File: src/rtl/dsp_seq_pkg.sv
// dsp_seq_pkg: shared opcodes, ALU/mux encodings and FSM state types for dsp_sequencer.
package dsp_seq_pkg;
    typedef enum logic [1:0] {S_EXEC, S_OPERAND, S_HALT} state_t;
    typedef enum logic [1:0] {BR_B, BR_BZ, BR_CALL} br_t;
    localparam logic [2:0] ALU_ADD = 3'd0;
    localparam logic [2:0] ALU_SUB = 3'd1;
    localparam logic [1:0] AIN_SHIFT = 2'd0;
    localparam logic [1:0] AIN_P = 2'd1;
    localparam logic [1:0] AIN_SEXT = 2'd2;
    localparam logic [2:0] ACC_ALU = 3'd0;
    localparam logic [2:0] ACC_SHIFT = 3'd1;
    localparam logic [2:0] ACC_P = 3'd2;
    localparam logic [2:0] ACC_ROM = 3'd4;
    localparam logic [2:0] ACC_STACK = 3'd5;
    localparam logic [3:0] OP_ADD = 4'h0;
    localparam logic [3:0] OP_SUB = 4'h1;
    localparam logic [3:0] OP_LAC = 4'h2;
    localparam logic [7:0] OP_LT = 8'h6A;
    localparam logic [7:0] OP_MPY = 8'h6D;
    localparam logic [7:0] OP_LACK = 8'h7E;
    localparam logic [2:0] OP_MPYK = 3'b100;
    localparam logic [15:0] OP_PAC = 16'h7F8E;
    localparam logic [15:0] OP_APAC = 16'h7F8F;
    localparam logic [15:0] OP_PUSH = 16'h7F9C;
    localparam logic [15:0] OP_POP = 16'h7F9D;
    localparam logic [15:0] OP_RET = 16'h7F8D;
    localparam logic [15:0] OP_NOP = 16'h7F80;
    localparam logic [15:0] OP_B = 16'hF900;
    localparam logic [15:0] OP_BZ = 16'hFF00;
    localparam logic [15:0] OP_CALL = 16'hF800;
endpackage

File: src/rtl/dsp_sequencer_stack.sv
// dsp_stack: DEPTH-level shift-register hardware stack.
// Ports: clk_i, rst_ni (async active-low), push_i/din_i shift down (bottom lost),
//        pop_i shifts up (bottom duplicated), top_o = entry 0 (pre-pop during a pop).
module dsp_stack #(
    parameter int PC_W  = 12,
    parameter int DEPTH = 4
) (
    input  logic            clk_i,
    input  logic            rst_ni,
    input  logic            push_i,
    input  logic            pop_i,
    input  logic [PC_W-1:0] din_i,
    output logic [PC_W-1:0] top_o
);
    logic [PC_W-1:0] stk_q [DEPTH];
    always_ff @(posedge clk_i or negedge rst_ni) begin
        if (!rst_ni) begin
            for (int i = 0; i < DEPTH; i++) stk_q[i] <= '0;
        end else if (push_i) begin
            stk_q[0] <= din_i;
            for (int i = 1; i < DEPTH; i++) stk_q[i] <= stk_q[i-1];
        end else if (pop_i) begin
            for (int i = 0; i < DEPTH - 1; i++) stk_q[i] <= stk_q[i+1];
        end
    end
    assign top_o = stk_q[0];
endmodule

File: src/rtl/dsp_sequencer.sv
// dsp_sequencer: TMS32010-style instruction decoder, next-PC logic and 4-level stack.
// Ports: clk_i, rst_ni (async active-low); pc_i/instr_i current fetch; acc_zero_i,
//        acc_low_i (PUSH source); pc_next_o, stack_top_o; datapath selects alu_shift_o,
//        alu_in_sel_o, alu_cmd_o, acc_in_sel_o, mult_in_sel_o; enables t_en_o, p_en_o,
//        acc_en_o; halted_o.
// Option: define DSP_SEQ_ILLEGAL_TRAP_EN to halt on undefined opcodes (else they act as NOP).
module dsp_sequencer
    import dsp_seq_pkg::*;
#(
    parameter int PC_W        = 12,
    parameter int STACK_DEPTH = 4
) (
    input  logic            clk_i,
    input  logic            rst_ni,
    input  logic [PC_W-1:0] pc_i,
    input  logic [15:0]     instr_i,
    input  logic            acc_zero_i,
    input  logic [PC_W-1:0] acc_low_i,
    output logic [PC_W-1:0] pc_next_o,
    output logic [PC_W-1:0] stack_top_o,
    output logic [3:0]      alu_shift_o,
    output logic [1:0]      alu_in_sel_o,
    output logic [2:0]      alu_cmd_o,
    output logic [2:0]      acc_in_sel_o,
    output logic            mult_in_sel_o,
    output logic            t_en_o,
    output logic            p_en_o,
    output logic            acc_en_o,
    output logic            halted_o
);
    state_t          state_q, state_d;
    br_t             br_q, br_d;
    logic            push, pop;
    logic [PC_W-1:0] din, pc_inc;
    assign pc_inc = pc_i + 1'b1;
    dsp_stack #(.PC_W(PC_W), .DEPTH(STACK_DEPTH)) u_stack (
        .clk_i  (clk_i),
        .rst_ni (rst_ni),
        .push_i (push),
        .pop_i  (pop),
        .din_i  (din),
        .top_o  (stack_top_o)
    );
    // Outputs are forced quiet while reset is held, independent of instr_i.
    always_comb begin
        state_d       = state_q;
        br_d          = br_q;
        pc_next_o     = pc_inc;
        push          = 1'b0;
        pop           = 1'b0;
        din           = pc_inc;
        alu_shift_o   = '0;
        alu_in_sel_o  = AIN_SHIFT;
        alu_cmd_o     = ALU_ADD;
        acc_in_sel_o  = ACC_ALU;
        mult_in_sel_o = 1'b0;
        t_en_o        = 1'b0;
        p_en_o        = 1'b0;
        acc_en_o      = 1'b0;
        if (!rst_ni) begin
            pc_next_o = '0;
        end else if (state_q == S_OPERAND) begin
            // instr_i is the branch target word; CALL pushes the address after it
            pc_next_o = (br_q != BR_BZ || acc_zero_i) ? instr_i[PC_W-1:0] : pc_inc;
            push      = (br_q == BR_CALL);
            state_d   = S_EXEC;
        end else if (state_q == S_HALT) begin
            pc_next_o = pc_i;
        end else if (instr_i[15:12] == OP_ADD || instr_i[15:12] == OP_SUB) begin
            alu_shift_o = instr_i[11:8];
            alu_cmd_o   = instr_i[12] ? ALU_SUB : ALU_ADD;
            acc_en_o    = 1'b1;
        end else if (instr_i[15:12] == OP_LAC) begin
            alu_shift_o  = instr_i[11:8];
            acc_in_sel_o = ACC_SHIFT;
            acc_en_o     = 1'b1;
        end else if (instr_i[15:8] == OP_LT) begin
            t_en_o = 1'b1;
        end else if (instr_i[15:8] == OP_MPY) begin
            p_en_o = 1'b1;
        end else if (instr_i[15:13] == OP_MPYK) begin
            mult_in_sel_o = 1'b1;
            p_en_o        = 1'b1;
        end else if (instr_i[15:8] == OP_LACK) begin
            acc_in_sel_o = ACC_ROM;
            acc_en_o     = 1'b1;
        end else if (instr_i == OP_PAC) begin
            acc_in_sel_o = ACC_P;
            acc_en_o     = 1'b1;
        end else if (instr_i == OP_APAC) begin
            alu_in_sel_o = AIN_P;
            acc_en_o     = 1'b1;
        end else if (instr_i == OP_PUSH) begin
            push = 1'b1;
            din  = acc_low_i;
        end else if (instr_i == OP_POP) begin
            pop          = 1'b1;
            acc_in_sel_o = ACC_STACK;
            acc_en_o     = 1'b1;
        end else if (instr_i == OP_RET) begin
            pop       = 1'b1;
            pc_next_o = stack_top_o;
        end else if (instr_i == OP_B || instr_i == OP_BZ || instr_i == OP_CALL) begin
            br_d    = instr_i == OP_B ? BR_B : instr_i == OP_BZ ? BR_BZ : BR_CALL;
            state_d = S_OPERAND;
`ifdef DSP_SEQ_ILLEGAL_TRAP_EN
        end else if (instr_i != OP_NOP) begin
            state_d   = S_HALT;
            pc_next_o = pc_i;
`endif
        end
    end
    always_ff @(posedge clk_i or negedge rst_ni) begin
        if (!rst_ni) begin
            state_q <= S_EXEC;
            br_q    <= BR_B;
        end else begin
            state_q <= state_d;
            br_q    <= br_d;
        end
    end
`ifdef DSP_SEQ_ILLEGAL_TRAP_EN
    assign halted_o = (state_q == S_HALT);
`else
    assign halted_o = 1'b0;
`endif
endmodule

File: config.mk
export PLATFORM = sky130hd
export DESIGN_NAME = dsp_sequencer
export DESIGN_NICKNAME = d
export VERILOG_FILES = /design/src/rtl/dsp_seq_pkg.sv /design/src/rtl/dsp_sequencer_stack.sv /design/src/rtl/dsp_sequencer.sv
export SDC_FILE = /design/constraint.sdc
export NUM_CORES = 1
export LEC_CHECK = 0
export CORE_UTILIZATION = 52
export CTS_BUF_LIST = sky130_fd_sc_hd__clkbuf_4
export CTS_CLUSTER_DIAMETER = 80
export DETAILED_ROUTE_END_ITERATION = 10
export PLACE_DENSITY_LB_ADDON = 0.05
export SETUP_SLACK_MARGIN = 0.5
export SLEW_MARGIN = 15
export SYNTH_ARGS = -nofsm -noshare
export SYNTH_HDL_FRONTEND = slang
export SYNTH_SLANG_ARGS = --single-unit
export TNS_END_PERCENT = 30
File: constraint.sdc
create_clock -name clk_i -period 2.2 [get_ports clk_i]
set_input_delay 0.33 -clock clk_i [delete_from_list [all_inputs] [get_ports clk_i]]
set_output_delay 0.33 -clock clk_i [all_outputs]
set_load 0.005 [all_outputs]
==> results of run 1 <==
what timing repair did:
item | in CTS | in global routing
gates cloned | 0 | 3
endpoints found under the setup margin | 82 | 79
gates resized for setup | 231 | 88
pin swaps | 75 | 59
endpoints found under the hold margin | 0 | 0
setup buffers | 26 | 8
kinds of logic (layout without fill, tap and decap cells):
| group | after synthesis | after routing | share of synthesized area [%] |
|---|---|---|---|
| flip-flops | 51 | 51 | 37.23 |
| multiplexers | 68 | 68 | 20.36 |
| AND/OR/NAND/NOR | 107 | 107 | 17.30 |
| buffers and inverters | 42 | 212 | 7.774 |
| other | 1 | 4 | 0.1094 |
| AO/OA/AOI/OAI | 79 | 79 | 14.31 |
| XOR/XNOR | 10 | 10 | 2.555 |
| adder cells (fa/ha/maj) | 1 | 1 | 0.3649 |
report_power, final:
group	switching (uW)	internal (uW)	total, uW
Combinational	252	303	555
Clock	292	137	428
Sequential	55.6	985	1040
Total	599	1420	2020
worst max path at each step:
stage,end,slack [ns],depth (start not counted)
after CTS,pc_next_o[11],-0.07,8
after global placement,pc_next_o[11],-0.75,8
after global routing,pc_next_o[11],-0.18,8
after detailed placement,pc_next_o[11],-0.84,8
after floorplan,pc_next_o[11],0.27,6
final,acc_en_o,-0.14,9
flip-flops by register name, summed over array words and instances (netlist names):
register and cells:
u_stack.top_o 12, state_q 1, br_q 2, u_stack.stk_q 36
layer usage:
| metal | vias up | share of wire [%] |
|---|---|---|
| li1 | 1629 | - |
| met1 | 1800 | 39 |
| met2 | 215 | 50 |
| met3 | 72 | 5.9 |
| met4 | 0 | 4.9 |
| met5 | - | 0 |
area by class of cell:
type	instances	share of cell area (%)
Multi-Input combinational cell	269	42.94
Timing Repair Buffer	198	30.78
Sequential cell	51	23.10
Tap cell	77	1.737
Clock buffer	6	0.8123
Inverter	6	0.4061
Clock inverter	2	0.2256
per-stage QoR:
stage	hold slack, ns	setup slack [ns]	cells
finish	0.07710	-0.1419	609
global route	0.08626	-0.1833	609
CTS	0.05425	-0.07167	598
detailed placement	0.3675	-0.8404	564
global placement	0.3713	-0.7456	564
floorplan	0.03441	0.2703	362
synth_stat cells (2+ instances only):
master      n
a21oi_1    31
xor2_1      5
nor4_1      5
nand4b_1    2
xnor2_1     5
nand4_1     3
nor3_1      7
inv_1       6
clkbuf_1    7
and2_1      6
mux2_1     12
a2bb2oi_1   5
nand4bb_1   2
o311a_1     2
buf_4      16
dfrtp_1    51
mux2i_1    54
o21ai_0    13
nor2b_1     2
nand2_1    18
nor2_1     39
buf_8       2
mux2_2      2
buf_6       2
o22ai_1    11
nor4_4      2
buf_2       9
a22oi_1     6
nand3_1     7
worst register-to-register path, cell delays in order (launching register included):
cell      delay (ns)
dfrtp_2         0.44
buf_6           0.12
nor2b_4         0.15
o311a_4         0.24
buf_6           0.10
buf_6           0.09
nand4b_1        0.10
buf_6           0.17
buf_12          0.16
mux2i_1         0.20
a21oi_1         0.09
==> summary.txt, run 1 <==
Cells and area
  – Layout Nets: between 500 and 600
  – Fill cell count: about 320
  – Design area: around 0.0055 mm2
  – Multi-input gate area: about 0.0024 mm2
  – Inserted Diodes: 0
  – Layout cell share with drive strength beyond 1: a little under half
  – Final core utilization: 87.33%
  – Synthesis-to-finish area growth: 61.75%
  – Most common cell after layout, fill and taps aside: buf_4
  – Reg area: roughly 0.0013 mm2
  – Most frequent cells in the layout: 81 x buf_4, 51 x mux2i_1, 47 x dfrtp_1

Global route
  – M2 GR Usage: 55.44%
  – GRT Residual Overflow: 0
  – Vias in the first global route: ~3600
  – Largest net degree at the start of global routing: 46
  – Met1 usage: between 40% and 50%
  – Antenna violations before repair: 0
  – GR peak layer: met2
  – Met3 Use GR: 3.678%
  – First-pass GRT wire length: 17720 um
  – Total track usage: 32.29%

Floorplan
  – Die width: 83.20 um
  – Rows: 29
  – Die Area: slightly below 0.007 mm2
  – Initial core utilization: between 50% and 60%
  – Vert. Die Dim: about 83 um
  – Top-Level Pins: 84
  – Core box area: about 0.0063 mm2

Timing
  – Setup clock skew after layout: around 0.018 ns
  – Final Hold Fails: 0
  – RSZ-0062 raised after global routing: yes
  – Slew Limit Fails: 0
  – Min Tclk post-route: ~2.3 ns
  – Final setup fails: 10
  – Final setup TNS: -0.7809 ns
  – Final worst slack: -0.1419 ns
  – Period utilisation layout: 106.5%
  – Max frequency: around 0.43 GHz

Drt
  – Final WL: 12620 um
  – Average wire per standard cell: 20.72 um
  – Via-per-instance ratio: slightly above 6
  – Via count: between 3000 and 4000
  – DR pass1 iterations: 5
  – Number of remaining DRC errors: 0
  – Antenna viol nets, final: 0
  – Starting DRT DRC Count: 216

Clocking
  – H-tree levels: 2
  – Hold-fix buffers, CTS: 0
  – Worst-path clk slew: 0.15 ns
  – Root cell of the clock tree: clkbuf_4
  – Clk Latency, worst-skew pair: about 0.38 ns
  – Max Root-Sink Buffers: 2
  – Clock net sink count: roughly 50
  – CTS tree: done
  – CTS Buf Count: 5

Outcome
  – Failing checks: setup timing
  – Status: complete, but fails checks

Synthesis
  – Post-synth cell types: between 50 and 60
  – Main area contributors after synthesis: dfrtp_1 37%, mux2i_1 16%, a21oi_1 4.5%
  – Avg Inst Size Synth: 9.550 um2
  – Ys async rst share: 100.0%
  – Yosys warnings: 0
  – Register area share after synthesis: between 30% and 40%
  – Number of synthesized flops with an enable pin: 0
  – Post-Syn Instances: around 360
  – Share of the synthesized area in the top cell type: a little under two fifths
  – Synth Flop Type: dfrtp_1
  – Flops & latches, synth: 51
  – Mapped Area: around 0.0034 mm2
  – Yosys top cell by area: dfrtp_1

Critical path
  – Slowest cell on crit path: or4b_4
  – Worst Reg2Reg Path Length in Cells: 10
  – Crit Path Class: in2out
  – Max FO, Critical Path: 4
  – Critical Path Start: instr_i[5]
  – Most common cell on crit path: buf_6
  – Worst EP arrival: roughly 2.0 ns
  – Worst EP required: about 1.9 ns
  – Critical-path cell list: buf_6, or4b_4, nor3_4, buf_4, buf_6, nand2_2, a21o_1, a31oi_1, buf_2
  – Critical R2R Capture: u_stack.stk_q[19]$_DFFE_PN0P_
  – Reg2reg start: state_q[0]$_DFFE_PN0P_
  – Worst path bufs/invs: 4
  – R2r setup slk: 0.23 ns
  – Worst setup EP type: primary output
  – Crit path largest cell delay: ~0.57 ns
  – Cell family with most CP delay: simple AND/OR/NAND/NOR gates
  – Nature of the critical path startpoint: primary input

Placement
  – Placement Cell Area: roughly 0.0047 mm2
  – Hpwl dp: 7460 um
  – Port-buffer cells: 79
  – Gpl congestion: ~0.84

Power and ir drop
  – Worst vdd ir: about 0.00046 V
  – Lkg Pwr: between 0.002 and 0.003 uW
  – Total power: roughly 2000 uW
  – Power per cell area: around 370 mW/mm2

Hold path
  – Hold crit path type: in2async

Flow run
  – Max_cap viols: 0
(Power assumes the default switching activity.)
==> inputs of run 2 (changes only) <==
Settings changed: CAP_MARGIN set to 20.
==> results of run 2 <==
No change in the layout: final DEF, timing and power equal those of run 1.
==> inputs of run 3 (changes only) <==
Settings changed: HOLD_SLACK_MARGIN set to 0.15.
==> run 3 against run 2 <==
The run still ends with setup timing left; critical path depth decreased by 1; sequential share of layout area shrank 0.28 points; combinational power up 1%; total power is 0.41% higher; global-route usage is 0.11 points higher; hold slack better by 0.30 ns; core utilization rose by 1.1 points; clock-buffer cell count did not move; sequential power barely moved; setup slack improved by 0.0030 ns; register-to-register slack got worse by 0.06 ns.
==> summary.txt, run 3 (same netlist as run 1, synthesis figures left out) <==
Drt
  – DR pass1 iterations: 4
  – Antenna viol nets, final: 0
  – Number of remaining DRC errors: 0
  – Final WL: approximately 13000 um
  – Via-per-instance ratio: around 6.0
  – Via count: 3650
  – Starting DRT DRC Count: 188
  – Average wire per standard cell: 20.87 um

Clocking
  – Clock net sink count: between 50 and 60
  – Root cell of the clock tree: clkbuf_4
  – Worst-path clk slew: about 0.15 ns
  – CTS Buf Count: 5
  – H-tree levels: 2
  – CTS tree: done
  – Max Root-Sink Buffers: 2
  – Clk Latency, worst-skew pair: ~0.38 ns

Timing
  – Setup clock skew after layout: ~0.015 ns
  – Max frequency: between 0.4 and 0.5 GHz
  – Slew Limit Fails: 0
  – Final setup fails: 12
  – Final Hold Fails: 0
  – Final setup TNS: -0.8021 ns
  – Final worst slack: -0.1389 ns
  – Min Tclk post-route: about 2.3 ns
  – RSZ-0062 raised after global routing: yes
  – Period utilisation layout: 106.3%

Cells and area
  – Inserted Diodes: 0
  – Final core utilization: ~90%
  – Largest register FFs: 36
  – Biggest register: u_stack.stk_q
  – Synthesis-to-finish area growth: 63.72%
  – Layout Nets: a little under 600
  – Most frequent cells in the layout: 79 x buf_4, 51 x mux2i_1, 47 x dfrtp_1
  – Most common cell after layout, fill and taps aside: buf_4
  – Layout cell share with drive strength beyond 1: 47.85%
  – Fin cells: between 600 and 700
  – Fill cell count: 308

Floorplan
  – Die Area: slightly below 0.007 mm2
  – Core box area: around 0.0063 mm2
  – Initial core utilization: a little over half
  – Top-Level Pins: between 80 and 90
  – Vert. Die Dim: 83.20 um
  – Rows: 29
  – Die width: approximately 83 um

Critical path
  – Most common cell on crit path: buf_6
  – Cell family with most CP delay: simple AND/OR/NAND/NOR gates
  – Worst Reg2Reg Path Length in Cells: 10
  – Critical-path cell list: buf_6, or4b_4, nor3_4, nand2_2, buf_6, mux2i_1, o22ai_1, buf_2
  – Worst setup EP type: primary output
  – Crit Path Class: in2out
  – Critical Path Start: instr_i[5]
  – Critical path depth in cells: 8
  – Crit path largest cell delay: around 0.57 ns
  – Worst path bufs/invs: 3
  – Reg2reg start: state_q[0]$_DFFE_PN0P_
  – Nature of the critical path startpoint: primary input
  – Slowest cell on crit path: or4b_4
  – Worst EP arrival: about 2 ns
  – Worst EP required: roughly 1.9 ns
  – Max FO, Critical Path: 7

Power and ir drop
  – Worst vdd ir: about 0.00047 V
  – Total power: a little over 2000 uW
  – Power per cell area: approximately 360 mW/mm2
  – Lkg Pwr: 0.002961 uW

Placement
  – Setup slack at placement: -0.8404 ns
  – Port-buffer cells: 79
  – Hpwl dp: between 7000 and 8000 um
  – Placed cell count: ~560
  – Gpl congestion: 0.8376

Hold path
  – Hold crit path type: in2reg
  – Hold path depth: 4
  – Hold_sp: instr_i[9]

Global route
  – First-pass GRT wire length: between 15000 and 20000 um
  – Largest net degree at the start of global routing: 46
  – Vias in the first global route: 3604
  – Total track usage: around a third
  – Antenna violations before repair: 0
  – GRT Residual Overflow: 0

Flow run
  – Max_cap viols: 0

Outcome
  – Status: complete, but fails checks
  – Failing checks: setup timing
run 3: changes by cell type in the layout (fill, tap and decap cells not counted), moves of 2 or more:
cell,before,now
buf_6,39,46
buf_2,30,26
nor2_1,35,32
buf_4,81,79
nor2_2,2,4
run 3: per-layer routing:
metal / up-vias / share of wire [%] / global-route usage (%)
li1: 1643 / - / -
met1: 1799 / 40 / 40.57
met2: 164 / 51 / 54.62
met3: 44 / 4.9 / 3.877
met4: 0 / 4.0 / 17.71
met5: - / 0 / 0
run 3: layout make-up:
type / instances / area, um2 / area share, %
Tap cell: 77 / 96.34 / 1.716
Sequential cell: 51 / 1281 / 22.83
Timing Repair Buffer: 201 / 1783 / 31.77
Inverter: 6 / 22.52 / 0.4012
Clock buffer: 6 / 45.04 / 0.8025
Multi-Input combinational cell: 269 / 2372 / 42.26
Clock inverter: 2 / 12.51 / 0.2229
run 3: tightest hold or removal path: cells and delay by family:
kind / cells / cell delay [ns]
compound gates: 1 / 0.05
buf+inv: 2 / 0.22
simple gates: 1 / 0.14
run 3: what timing repair did:
| action | 4_1_cts | 5_1_grt |
|---|---|---|
| resized for setup | 231 | 100 |
| buffers inserted | 26 | 10 |
| pin swaps | 75 | 62 |
| setup endpoints to repair | 82 | 79 |
| cloned | 0 | 3 |
| hold buffers | 1 | 0 |
| endpoints found under the hold margin | 24 | 0 |
run 3: power breakdown:
group | total (uW) | switching, uW | leakage [uW] | internal, uW
sequential | 1040 | 57.4 | 0.000678 | 985
clock | 429 | 292 | 0.0000333 | 137
combinational | 561 | 254 | 0.00225 | 307
total | 2030 | 604 | 0.00296 | 1430
run 3: final timing paths:
kind	to	slack, ns
setup / recovery	pc_next_o[11]	-0.14
hold / removal	br_q[1]$_DFFE_PN0P_	0.38
setup reg to reg	u_stack.stk_q[30]$_DFFE_PN0P_	0.17
hold reg to reg	u_stack.stk_q[8]$_DFFE_PN0P_	0.53
max in group asynchronous	u_stack.top_o[5]$_DFFE_PN0P_	0.88
min in group asynchronous	u_stack.stk_q[16]$_DFFE_PN0P_	0.74
run 3: through the flow:
stage          instance area, um2  hold WS [ns]
2_1_floorplan                3462       0.03441
3_3_place_gp                 4737        0.3713
5_1_grt                      5613        0.3774
3_5_place_dp                 4737        0.3675
4_1_cts                      5156        0.4119
6_report                     5613        0.3799
